## config.mk

```make
export PLATFORM = sky130hd
export DESIGN_NAME = abl_unit
export DESIGN_NICKNAME = d
export VERILOG_FILES = /design/src/rtl/abl_unit.sv
export SDC_FILE = /design/constraint.sdc
export NUM_CORES = 1
export LEC_CHECK = 0
export ABC_CLOCK_PERIOD_IN_PS = 3200
export BUFFER_PORTS_ARGS = -buffer_cell sky130_fd_sc_hd__buf_4
export CAP_MARGIN = 30
export CORE_MARGIN = 4
export CORE_UTILIZATION = 45
export DETAILED_ROUTE_END_ITERATION = 16
export PLACE_DENSITY = 0.78
export SLEW_MARGIN = 5
export SYNTH_ARGS = -nofsm -noshare
export SYNTH_HDL_FRONTEND = slang
export SYNTH_SLANG_ARGS = --single-unit
```

## constraint.sdc

```tcl
create_clock -name clk -period 3.2 [get_ports clk]
set_input_delay 0 -clock clk [delete_from_list [all_inputs] [get_ports clk]]
set_output_delay 0 -clock clk [all_outputs]
set_load 0.02 [all_outputs]
```

## src/rtl/abl_unit.sv

```systemverilog
// abl_unit: address-low generation unit.
// Selects a base, adds an offset, and registers the result on the low address
// bus. Also holds the low program counter and a small stack of held data-bus
// bytes, and flags the cycle that follows an indexed page crossing.
module abl_unit #(
  parameter int                WIDTH      = 8,
  parameter int                HOLD_DEPTH = 2,
  parameter logic [WIDTH-1:0]  PCL_RESET  = WIDTH'(8'hFC),
  localparam int               SELW       = (HOLD_DEPTH > 1) ? $clog2(HOLD_DEPTH) : 1
) (
  input  logic             clk,
  input  logic             rst_n,
  input  logic             rdy,
  input  logic             CI,
  input  logic             cond,
  input  logic [WIDTH-1:0] DB,
  input  logic [WIDTH-1:0] REG,
  input  logic [3:0]       op,
  input  logic             ld_ahl,
  input  logic [SELW-1:0]  ahl_sel,
  input  logic             ld_pc,
  input  logic             inc_pc,
  output logic             CO,
  output logic [WIDTH-1:0] ADL,
  output logic [WIDTH-1:0] ABL,
  output logic [WIDTH-1:0] PCL,
  output logic             pcl_co,
  output logic             co_q,
  output logic             page_fix
);

  // Hold depth expressed one bit wider than the selector, for range checks.
  localparam logic [SELW:0] DEPTH_W = (SELW+1)'(HOLD_DEPTH);

  typedef enum logic {
    ST_IDLE = 1'b0,
    ST_FIX  = 1'b1
  } state_t;

  logic [WIDTH-1:0] ahl_r [HOLD_DEPTH];
  logic [WIDTH-1:0] abl_r;
  logic [WIDTH-1:0] pcl_r;
  logic             co_q_r;
  logic             page_fix_r;
  state_t           state_r;

  logic [SELW-1:0]  sel_eff_s;
  logic [WIDTH-1:0] base_s;
  logic [WIDTH:0]   sum_s;
  logic [WIDTH:0]   pcl_sum_s;
  logic             indexed_s;

  // Unsigned three-operand add; the top bit of the result is the carry out.
  function automatic logic [WIDTH:0] add3(input logic [WIDTH-1:0] a,
                                          input logic [WIDTH-1:0] b,
                                          input logic             c);
    add3 = {1'b0, a} + {1'b0, b} + {{WIDTH{1'b0}}, c};
  endfunction

  // Out-of-range hold-stack selectors fall back to the newest entry.
  always_comb begin
    sel_eff_s = {SELW{1'b0}};
    if ({1'b0, ahl_sel} < DEPTH_W) begin
      sel_eff_s = ahl_sel;
    end else begin
      sel_eff_s = {SELW{1'b0}};
    end
  end

  // Base multiplexer; the DB base is only taken when the condition holds.
  always_comb begin
    base_s = {WIDTH{1'b0}};
    case (op[3:2])
      2'b00:   base_s = {WIDTH{1'b0}};
      2'b01:   base_s = pcl_r;
      2'b10:   base_s = ahl_r[sel_eff_s];
      2'b11: begin
        if (cond) begin
          base_s = DB;
        end else begin
          base_s = {WIDTH{1'b0}};
        end
      end
      default: base_s = {WIDTH{1'b0}};
    endcase
  end

  // Adder operand selection by add mode.
  always_comb begin
    sum_s = {(WIDTH+1){1'b0}};
    case (op[1:0])
      2'b00:   sum_s = add3({WIDTH{1'b0}}, REG, CI);
      2'b01:   sum_s = add3(base_s, REG, CI);
      2'b10:   sum_s = add3(base_s, {WIDTH{1'b0}}, CI);
      2'b11:   sum_s = add3(base_s, abl_r, CI);
      default: sum_s = {(WIDTH+1){1'b0}};
    endcase
  end

  assign pcl_sum_s = add3(abl_r, {WIDTH{1'b0}}, inc_pc);
  assign indexed_s = (op[1:0] == 2'b01);

  assign ADL      = sum_s[WIDTH-1:0];
  assign CO       = sum_s[WIDTH];
  assign pcl_co   = pcl_sum_s[WIDTH];
  assign ABL      = abl_r;
  assign PCL      = pcl_r;
  assign co_q     = co_q_r;
  assign page_fix = page_fix_r;

  // Address bus low and its registered carry advance together.
  always_ff @(posedge clk or negedge rst_n) begin
    if (!rst_n) begin
      abl_r  <= {WIDTH{1'b0}};
      co_q_r <= 1'b0;
    end else if (rdy) begin
      abl_r  <= sum_s[WIDTH-1:0];
      co_q_r <= sum_s[WIDTH];
    end
  end

  // Hold stack: newest DB byte enters at entry 0, the oldest drops off.
  always_ff @(posedge clk or negedge rst_n) begin
    if (!rst_n) begin
      for (int i = 0; i < HOLD_DEPTH; i++) begin
        ahl_r[i] <= {WIDTH{1'b0}};
      end
    end else if (rdy && ld_ahl) begin
      ahl_r[0] <= DB;
      for (int i = 1; i < HOLD_DEPTH; i++) begin
        ahl_r[i] <= ahl_r[i-1];
      end
    end
  end

  // Program counter low loads from the current (pre-edge) address bus.
  always_ff @(posedge clk or negedge rst_n) begin
    if (!rst_n) begin
      pcl_r <= PCL_RESET;
    end else if (rdy && ld_pc) begin
      pcl_r <= pcl_sum_s[WIDTH-1:0];
    end
  end

  // Page-fix FSM: one rdy cycle of FIX after an indexed add carries out.
  always_ff @(posedge clk or negedge rst_n) begin
    if (!rst_n) begin
      state_r    <= ST_IDLE;
      page_fix_r <= 1'b0;
    end else if (rdy) begin
      case (state_r)
        ST_IDLE: begin
          if (indexed_s && sum_s[WIDTH]) begin
            state_r    <= ST_FIX;
            page_fix_r <= 1'b1;
          end else begin
            state_r    <= ST_IDLE;
            page_fix_r <= 1'b0;
          end
        end
        ST_FIX: begin
          state_r    <= ST_IDLE;
          page_fix_r <= 1'b0;
        end
        default: begin
          state_r    <= ST_IDLE;
          page_fix_r <= 1'b0;
        end
      endcase
    end
  end

endmodule

```

==> results.json, run 1 <==
{
  "viasPerCell": 5.998,
  "yosys_warnings": 0,
  "cp_slowest_cell": "dfstp_2",
  "cp_max_fo": 4,
  "die_h_um": 89.95,
  "fin_nets": 439,
  "grt_pass1_wl_mm": 14.03,
  "fmax_mhz": 323.7,
  "clk_path_buf_depth": 2,
  "synth_seq_cells": 34,
  "grt_max_degree": 35,
  "port_buffers": 56,
  "drt_first_pass_iters": 4,
  "setup_viol": 0,
  "start_util": 0.4705,
  "routed_wl_mm": 8.654,
  "arrival_ns": 3.09,
  "design_area_mm2": 0.003686,
  "cp-startpoint": "PCL[4]$_DFFE_PN1P_",
  "power_w": 0.002081,
  "clock_latency_ns": 0.29,
  "avgSynthCellArea_um2": 9.269,
  "synth-edff-count": 0,
  "p_leak_nw": 1.643,
  "finalCriticalPeriod_ns": 3.089,
  "hp-class": "in2reg",
  "setup_tns_ns": 0,
  "antenna_found_initial": 0,
  "postPlaceCellArea_mm2": 0.003480,
  "synth_ff_type": "dfrtp_1",
  "num_antenna_cells": 0,
  "syn_area_mm2": 0.003022,
  "antenna_left": 0,
  "reg2reg_depth": 10,
  "cts_tree": "done",
  "period_share": 0.9654,
  "clkTransAtPathRegs_ns": 0.07,
  "crit_chain": "nor2b_1 -> a21oi_1 -> o22ai_1 -> ha_1 -> nor3_1 -> nor2_1 -> o22ai_1 -> mux2i_1 -> a21oi_1 -> a31oi_1 -> buf_4",
  "drive_gt1_frac": 0.2956,
  "max-vdd-ir-drop_uv": 385.7,
  "htree_levels": 2,
  "fin_skew_ns": 0.004117,
  "groute.usage.overall": 0.2133,
  "clock-sinks": 34,
  "avgRoutedWirePerCell_um": 18.57,
  "r2r_end": "ABL[6]$_DFFE_PN0P_",
  "drv_cap": 0,
  "final_cell_mix": "buf_4 (59), dfrtp_1 (28), nand2_1 (26), mux2_2 (23), nor2_1 (21)",
  "netlist-cell-type-count": 62,
  "syn-num-nets": 377,
  "remaining_drc_errors": 0,
  "die_w_um": 89.95,
  "grt_remaining_overflow": 0,
  "cpPeakStageDelay_ns": 0.57,
  "n_fill_cell": 548,
  "place_hpwl_mm": 6.663,
  "pre_cts_ws_ns": 0.2956,
  "end_kind": "output pin",
  "startpoint_type": "register",
  "cts_root_buf": "clkbuf_8",
  "final_max_slew_viol_count": 0,
  "reg2reg_from": "PCL[6]$_DFFE_PN1P_",
  "numCtsBuffers": 5,
  "syn_to_final_growth_pct": 21.99,
  "layout.cells.most_common": "buf_4",
  "ys_seq_area_frac": 0.2841,
  "r2r_slack_ns": 0.42,
  "place_congestion": 0.9309,
  "worstSetupPathType": "reg2out",
  "finalHoldViolations": 0,
  "powerDensity_mw_per_mm2": 564.7,
  "setup_ws_ns": 0.1107,
  "die-area_mm2": 0.008090,
  "core_area_mm2": 0.006422,
  "first_iter_violations": 207,
  "vias": 2795,
  "ioPinCount": 57,
  "tightest_slew_ns": 0.7250,
  "grt_pass1_vias": 2733,
  "endpoint": "ADL[7]",
  "critPathRequiredTime_ns": 3.20,
  "rows": 29,
  "async_flop_share": 1.000,
  "rsz0062_at_grt": "no",
  "relSlewSlack": 0.5137,
  "status": "finished, final reports clean",
  "synth_cells": 326
}
[sequential cells by signal, summed over array words and instances (netlist names)]
signal and count:
ABL 8, PCL 8, ahl_r 16, co_q 1, state_r 1
[area by class of cell]
type / instances / area (um2) / share of cell area
flip-flops and latches: 34 / 858.3 / 0.2329
clock buffers: 7 / 86.33 / 0.02342
clock inverters: 1 / 5.005 / 0.001358
well taps: 77 / 96.34 / 0.02614
repair buffers: 68 / 533.0 / 0.1446
inverters: 11 / 41.29 / 0.01120
multi-input cells: 268 / 2066 / 0.5604
[critical path, delay by kind of cell (launching register included)]
kind | cells | cell delay, ns
buf+inv | 1 | 0.16
mux | 1 | 0.39
fa+ha+maj | 1 | 0.34
simple gates | 3 | 0.50
compound gates | 5 | 0.82
flops | 1 | 0.57
[what timing repair did]
| item | 4_1_cts | 5_1_grt |
|---|---|---|
| endpoints found under the setup margin | 1 | 2 |
| resized for setup | 1 | 3 |
| buffers inserted | 0 | 1 |
| hold endpoints to repair | 42 | 0 |
| hold buffers | 9 | 0 |
| pin swaps | 0 | 1 |
[Yosys cell counts, drive strengths merged, types with 3 or more instances]
| library cell | number | share of area |
|---|---|---|
| buf | 6 | 0.016 |
| nand2 | 26 | 0.032 |
| o21ai | 24 | 0.047 |
| or4 | 3 | 0.0075 |
| nor2b | 7 | 0.014 |
| o211ai | 4 | 0.0099 |
| mux2i | 15 | 0.050 |
| o21a | 3 | 0.0075 |
| dfstp | 6 | 0.052 |
| dfrtp | 28 | 0.23 |
| mux2 | 23 | 0.086 |
| nand3 | 14 | 0.027 |
| a2bb2oi | 5 | 0.014 |
| xnor2 | 7 | 0.020 |
| a21oi | 14 | 0.023 |
| nor2 | 21 | 0.026 |
| o221ai | 4 | 0.014 |
| or3 | 3 | 0.0062 |
| o31ai | 3 | 0.0075 |
| a211oi | 5 | 0.012 |
| nor4 | 3 | 0.0062 |
| nand2b | 9 | 0.021 |
| ha | 18 | 0.075 |
| a31oi | 3 | 0.0062 |
| fa | 4 | 0.027 |
| inv | 11 | 0.014 |
| nand4 | 4 | 0.010 |
| xor2 | 6 | 0.017 |
| clkbuf | 7 | 0.0087 |
| nor3 | 4 | 0.0066 |
| and3 | 3 | 0.0062 |
| o22ai | 7 | 0.014 |
[routing by layer]
layer  part of all wire  vias to the layer above  GRT usage
met5                  0                        -          0
met4              0.020                        0    0.07015
met3              0.065                       19    0.03756
met2               0.45                      102     0.3352
met1               0.46                     1329     0.2981
li1                   -                     1345          -
[how the worst min path moves through the flow]
stage,from,end,slack (ns),cells past startpoint
final,rdy,co_q$_DFFE_PN0P_,0.08,2
after global routing,inc_pc,PCL[0]$_DFFE_PN0P_,0.09,3
after CTS,rdy,co_q$_DFFE_PN0P_,0.08,2
after detailed placement,rst_n,ahl_r[7]$_DFFE_PN0P_,-0.02,1
after global placement,rst_n,ahl_r[7]$_DFFE_PN0P_,-0.03,1
after floorplan,rst_n,ABL[0]$_DFFE_PN0P_,-0.30,0
[through the flow]
| step | util | hold slack [ns] | cells |
|---|---|---|---|
| CTS | 0.5706 | 0.08341 | 465 |
| floorplan | - | -0.2956 | 326 |
| global route | 0.5739 | 0.09031 | 466 |
| global placement | 0.5418 | -0.03009 | 448 |
| detailed placement | 0.5418 | -0.02037 | 448 |
| finish | 0.5739 | 0.07812 | 466 |
[power by group]
group,switching [W],internal [W]
Sequential,0.000117,0.000548
Combinational,0.000583,0.000499
Clock,0.000161,0.000174
Total,0.000861,0.00122
[cells by family (layout without fill, tap and decap cells)]
group / Yosys count / in the layout / share of synthesized area
simple gates: 107 / 107 / 0.1988
compound gates: 88 / 88 / 0.2050
mux: 38 / 38 / 0.1354
flops: 34 / 34 / 0.2841
buf+inv: 24 / 87 / 0.03810
fa+ha+maj: 22 / 22 / 0.1010
xor+xnor: 13 / 13 / 0.03768
Power figures use the tool's default switching activity.
==> run 2, diff against run 1 <==
--- a/config.mk
+++ b/config.mk
@@ -8,9 +8,11 @@
 export ABC_CLOCK_PERIOD_IN_PS = 3200
 export BUFFER_PORTS_ARGS = -buffer_cell sky130_fd_sc_hd__buf_4
 export CAP_MARGIN = 30
+export CORE_ASPECT_RATIO = 0.7
 export CORE_MARGIN = 4
 export CORE_UTILIZATION = 45
 export DETAILED_ROUTE_END_ITERATION = 16
+export HOLD_SLACK_MARGIN = 0.15
 export PLACE_DENSITY = 0.78
 export SLEW_MARGIN = 5
 export SYNTH_ARGS = -nofsm -noshare
==> results.json, run 2 (same netlist as run 1, synthesis figures left out) <==
{
  "top_register": "ahl_r",
  "drv_cap": 0,
  "whs_ns": 0.1953,
  "clock_latency_ns": 0.30,
  "syn_to_final_growth_pct": 26.67,
  "startpoint_type": "register",
  "num_antenna_cells": 0,
  "max-vdd-ir-drop_uv": 465.5,
  "clk_path_buf_depth": 2,
  "die_h_um": 76.56,
  "p_clk_frac": 0.216,
  "p_leak_nw": 1.688,
  "fin_skew_ns": 0.008250,
  "avgRoutedWirePerCell_um": 18.99,
  "pwr-share-seq": 0.295,
  "hp-class": "in2async",
  "period_share": 0.9857,
  "grt_max_degree": 35,
  "first_iter_violations": 207,
  "setup_viol": 0,
  "end_kind": "output pin",
  "final_cells": 486,
  "numCtsBuffers": 5,
  "cts_tree": "done",
  "pre_cts_ws_ns": 0.2345,
  "p_switching_w": 0.0009084,
  "antenna_found_initial": 0,
  "post-place-cells": 461,
  "layout.cells.most_common": "buf_4",
  "fmax_mhz": 317.0,
  "grt_pass1_vias": 2759,
  "relSlewSlack": 0.4901,
  "port_buffers": 56,
  "multi_input_area_mm2": 0.002091,
  "seq_area_um2": 858.3,
  "cp_max_fo": 3,
  "final_cell_mix": "buf_4 (62), dfrtp_1 (28), nand2_1 (26), mux2_2 (23), nor2_1 (21)",
  "grt_pass1_wl_mm": 14.81,
  "grt_remaining_overflow": 0,
  "power_switching_share": 0.3982,
  "status": "finished, final reports clean",
  "core_area_mm2": 0.006366,
  "clock-sinks": 34,
  "arrival_ns": 3.15,
  "start_util": 0.4746,
  "groute.usage.overall": 0.2280,
  "antenna_left": 0,
  "place_congestion": 0.9708,
  "ioPinCount": 57,
  "die_w_um": 105.9,
  "clkTransAtPathRegs_ns": 0.08,
  "largest_register_ff_count": 16,
  "vias": 2920,
  "rows": 24,
  "drive_gt1_frac": 0.3190,
  "finalHoldViolations": 0,
  "drt_first_pass_iters": 6,
  "remaining_drc_errors": 0,
  "htree_levels": 2,
  "tightest_slew_ns": 0.7603,
  "die-area_mm2": 0.008111,
  "cts_root_buf": "clkbuf_8",
  "combPwrFrac": 0.489,
  "routed_wl_mm": 9.231,
  "intPower_w": 0.001373,
  "viasPerCell": 6.008,
  "critPathRequiredTime_ns": 3.20,
  "place_hpwl_mm": 7.111,
  "n_fill_cell": 552,
  "finalCriticalPeriod_ns": 3.154,
  "fin_nets": 445,
  "worstSetupPathType": "reg2out",
  "final_max_slew_viol_count": 0,
  "setup_ws_ns": 0.04567,
  "powerDensity_mw_per_mm2": 596.1,
  "r2r_slack_ns": 0.24
}
run 2: changes by cell type in the layout (fill, tap and decap cells not counted), sizes merged:
cell / previous run / this run
bufinv: 0 / 2
dlygate4sd3: 9 / 12
clkbuf: 7 / 5
buf: 59 / 62
run 2: area by class of cell:
| type | instances | area share |
|---|---|---|
| Multi-Input combinational cell | 268 | 0.5463 |
| Sequential cell | 34 | 0.2243 |
| Timing Repair Buffer | 74 | 0.1530 |
| Tap cell | 91 | 0.02975 |
| Clock buffer | 5 | 0.01798 |
| Clock inverter | 3 | 0.01798 |
| Inverter | 11 | 0.01079 |
run 2: worst paths after layout:
check,depth (start not counted),start,end
max in group asynchronous,2,rst_n,PCL[3]$_DFFE_PN1P_
worst max register to register,14,ahl_r[8]$_DFFE_PN0P_,state_r$_DFFE_PN0P_
min in group clk,4,ld_pc,PCL[5]$_DFFE_PN1P_
worst min register to register,2,PCL[5]$_DFFE_PN1P_,PCL[5]$_DFFE_PN1P_
worst min-delay path,2,rst_n,ahl_r[4]$_DFFE_PN0P_
worst max-delay path,14,ahl_r[8]$_DFFE_PN0P_,CO
run 2: through the flow:
stage	power, W	setup TNS (ns)	instance area, um2	utilization
6_report	0.002281	0	3827	0.6012
5_1_grt	0.002414	-0.04919	3827	0.6012
4_1_cts	0.002238	0	3751	0.5892
3_5_place_dp	0.001732	0	3490	0.5482
3_3_place_gp	0.001705	0	3490	0.5482
2_1_floorplan	0.001352	0	3022	-
run 2: per-layer routing:
metal,track usage,part of all wire,vias to the layer above
li1,-,-,1361
met1,0.3424,0.47,1422
met2,0.3346,0.43,128
met3,0.06012,0.095,9
met4,0.03105,0.0071,0
met5,0,0,-
run 2: critical path: stages (launching register included):
cell	delay (ns)
dfrtp_1	0.41
mux2i_1	0.15
o21ai_1	0.10
a21oi_2	0.20
buf_4	0.16
fa_2	0.20
inv_1	0.06
fa_2	0.37
a211oi_1	0.22
nor2_1	0.12
o21a_1	0.19
o221ai_2	0.23
o31a_1	0.22
nand2_1	0.06
buf_4	0.17
run 2: timing repair:
item,CTS,global route
hold buffers,12,0
pin swaps,0,4
hold endpoints to repair,50,0
setup buffers,0,5
gates resized for setup,1,11
setup endpoints to repair,2,4
run 2: power by group through the flow:
stage                     Clock [W]  Combinational [W]  Sequential, W
after floorplan                   0           0.000641       0.000710
after global placement            0            0.00104       0.000669
after detailed placement          0            0.00106       0.000676
after CTS                  0.000494            0.00107       0.000669
after global routing       0.000516            0.00121       0.000689
final                      0.000492            0.00112       0.000673
==> run 3, diff against run 2 <==
--- a/config.mk
+++ b/config.mk
@@ -5,15 +5,16 @@
 export SDC_FILE = /design/constraint.sdc
 export NUM_CORES = 1
 export LEC_CHECK = 0
+export ABC_AREA = 1
 export ABC_CLOCK_PERIOD_IN_PS = 3200
 export BUFFER_PORTS_ARGS = -buffer_cell sky130_fd_sc_hd__buf_4
 export CAP_MARGIN = 30
 export CORE_ASPECT_RATIO = 0.7
 export CORE_MARGIN = 4
-export CORE_UTILIZATION = 45
+export CORE_UTILIZATION = 56
 export DETAILED_ROUTE_END_ITERATION = 16
 export HOLD_SLACK_MARGIN = 0.15
-export PLACE_DENSITY = 0.78
+export PLACE_DENSITY = 0.81
 export SLEW_MARGIN = 5
 export SYNTH_ARGS = -nofsm -noshare
 export SYNTH_HDL_FRONTEND = slang
==> results.json, run 3 <==
{
  "status": "finished, final reports clean",
  "viasPerCell": 5.576,
  "first_iter_violations": 290,
  "relSlewSlack": 0.4116,
  "start_util": 0.5846,
  "setup_ws_ns": 0.2196,
  "pre_cts_ws_ns": 0.2789,
  "reg2reg_depth": 14,
  "groute.usage.overall": 0.2979,
  "synth-edff-count": 0,
  "multi_input_area_mm2": 0.001760,
  "place_hpwl_mm": 6.728,
  "hp-class": "in2async",
  "period_share": 0.9314,
  "whs_ns": 0.1838,
  "final_max_slew_viol_count": 0,
  "rows": 21,
  "pwr-share-seq": 0.347,
  "final_cell_mix": "nand2_1 (134), buf_4 (57), inv_1 (47), nor2_1 (37), nand3_1 (29)",
  "cts_root_buf": "clkbuf_8",
  "place_congestion": 1.015,
  "power_switching_share": 0.4216,
  "ioPinCount": 57,
  "finalCriticalPeriod_ns": 2.980,
  "r2r_slack_ns": 0.47,
  "grt_remaining_overflow": 0,
  "drive_gt1_frac": 0.2061,
  "synth.most_common_cell": "nand2_1",
  "async_flop_share": 1.000,
  "remaining_drc_errors": 0,
  "avgSynthCellArea_um2": 6.762,
  "synth_top_cell_by_area": "dfrtp_1",
  "antenna_left": 0,
  "grt_pass1_wl_mm": 14.35,
  "synth_ff_type": "dfrtp_1",
  "tightest_slew_ns": 0.8805,
  "setup_viol": 0,
  "p_leak_nw": 1.869,
  "syn_to_final_growth_pct": 25.68,
  "vias": 3117,
  "netlist-cell-type-count": 35,
  "numCtsBuffers": 5,
  "routed_wl_mm": 8.658,
  "grt_pass1_vias": 2912,
  "critPathRequiredTime_ns": 3.20,
  "cts_tree": "done",
  "synth_top_area_frac": 0.2479,
  "fin_skew_ns": 0.008835,
  "layout.cells.most_common": "nand2_1",
  "cp_max_fo": 4,
  "die_h_um": 67.44,
  "drt_first_pass_iters": 7,
  "p_clk_frac": 0.203,
  "critPathBufInv": 2,
  "reg2reg_from": "ahl_r[8]$_DFFE_PN0P_",
  "core_area_mm2": 0.004835,
  "fmax_mhz": 335.5,
  "n_fill_cell": 430,
  "htree_levels": 2,
  "antenna_found_initial": 0,
  "largest_register_ff_count": 16,
  "cp_slowest_cell": "fa_1",
  "grt_max_degree": 35,
  "synth_seq_cells": 34,
  "clock_latency_ns": 0.29,
  "port_buffers": 56,
  "cpPeakStageDelay_ns": 0.43,
  "seq_area_um2": 858.3,
  "r2r_end": "co_q$_DFFE_PN0P_",
  "synth_commonest_cells": "nand2_1 (134), inv_1 (47), nor2_1 (37)",
  "clk_path_buf_depth": 2,
  "drv_cap": 0,
  "fin_nets": 540,
  "syn_area_mm2": 0.002826,
  "powerDensity_mw_per_mm2": 479.2,
  "path_depth": 13,
  "cp_top_family": "compound AO/OA/AOI/OAI gates",
  "max-vdd-ir-drop_uv": 333.9,
  "crit_chain": "o21ai_0 -> nor2_1 -> a221oi_2 -> fa_1 -> inv_1 -> fa_1 -> nand4_1 -> nand3_1 -> nand2_1 -> a21boi_0 -> o21ai_1 -> nand3_1 -> buf_4",
  "num_antenna_cells": 0,
  "clock-sinks": 34,
  "avgRoutedWirePerCell_um": 15.49,
  "ys_seq_area_frac": 0.3037,
  "die-area_mm2": 0.006266,
  "arrival_ns": 2.98,
  "startpoint_type": "register",
  "finalHoldViolations": 0,
  "clkTransAtPathRegs_ns": 0.08,
  "syn-num-nets": 469,
  "synth_area_leaders": "dfrtp_1 (25%), nand2_1 (18%), ha_1 (8.0%)",
  "setup_tns_ns": 0,
  "yosys_warnings": 0,
  "worstSetupPathType": "reg2out",
  "die_w_um": 92.92,
  "synth_cells": 418,
  "intPower_w": 0.0009845,
  "combPwrFrac": 0.449,
  "p_switching_w": 0.0007175,
  "end_kind": "output pin",
  "top_register": "ahl_r"
}
run 3: cell types whose count changed in the layout (fill, tap and decap cells not counted), moves of 8 or more:
cell,change
nor2_1,+16
a21oi_1,+9
inv_1,+36
nand2_1,+108
nand4_1,+9
mux2_2,-22
nand3_1,+16
mux2i_1,-14
nand2b_1,-8
run 3: cell families after synthesis:
family / Yosys count / synth area share
simple gates: 241 / 0.3798
flops: 34 / 0.3037
buf+inv: 56 / 0.07569
fa+ha+maj: 22 / 0.1080
mux: 1 / 0.003984
xor+xnor: 1 / 0.003099
compound gates: 63 / 0.1257
run 3: how the worst max path moves through the flow:
stage,start,endpoint,slack (ns)
floorplan,ahl_r[8]$_DFFE_PN0P_,co_q$_DFFE_PN0P_,0.53
global placement,ahl_r[8]$_DFFE_PN0P_,co_q$_DFFE_PN0P_,0.37
detailed placement,ahl_r[8]$_DFFE_PN0P_,co_q$_DFFE_PN0P_,0.28
CTS,ahl_r[8]$_DFFE_PN0P_,CO,0.01
global route,ahl_r[8]$_DFFE_PN0P_,CO,-0.03
finish,ahl_r[8]$_DFFE_PN0P_,CO,0.22
run 3: through the flow:
step                      instances  cell area, um2  utilization  power [W]
after global placement          537            3311       0.6848   0.001312
after detailed placement        537            3311       0.6848   0.001327
after global routing            559            3552       0.7347   0.001818
after floorplan                 418            2826            -   0.001043
final                           559            3552       0.7347   0.001702
after CTS                       559            3546       0.7334   0.001691
run 3: area by class of cell:
| cell class | count | share of cell area |
|---|---|---|
| Tap cell | 69 | 0.02430 |
| Sequential cell | 34 | 0.2416 |
| Multi-Input combinational cell | 328 | 0.4956 |
| Inverter | 49 | 0.05178 |
| Clock buffer | 6 | 0.02325 |
| Timing Repair Buffer | 71 | 0.1599 |
| Clock inverter | 2 | 0.003522 |
run 3: power groups by stage:
stage	Combinational (W)	Sequential, W	Clock (W)
final	0.000765	0.000591	0.000346
after global routing	0.000847	0.000602	0.000368
after CTS	0.000753	0.000588	0.000350
after detailed placement	0.000733	0.000594	0
after global placement	0.000719	0.000593	0
after floorplan	0.000415	0.000629	0
run 3: metal layers:
| metal | vias up | share of wire | track usage |
|---|---|---|---|
| met2 | 180 | 0.42 | 0.4646 |
| met5 | - | 0 | 0 |
| met4 | 0 | 0.023 | 0.07495 |
| met3 | 20 | 0.099 | 0.06459 |
| li1 | 1514 | - | - |
| met1 | 1403 | 0.45 | 0.4239 |
run 3: worst register-to-register path, delay by kind of cell, from the launching register on:
kind                       cells  cell delay [ns]
AOI/OAI and AO/OA              4             0.77
adders and majority gates      2             0.76
and+or+nand+nor                7             0.62
DFF                            1             0.39
buffers and inverters          1             0.10
run 3: timing repair:
action                                  4_1_cts  5_1_grt
hold endpoints to repair                     58        0
hold buffers                                 14        0
gates resized for setup                       0        2
setup buffers                                 0        0
endpoints found under the setup margin        0        2
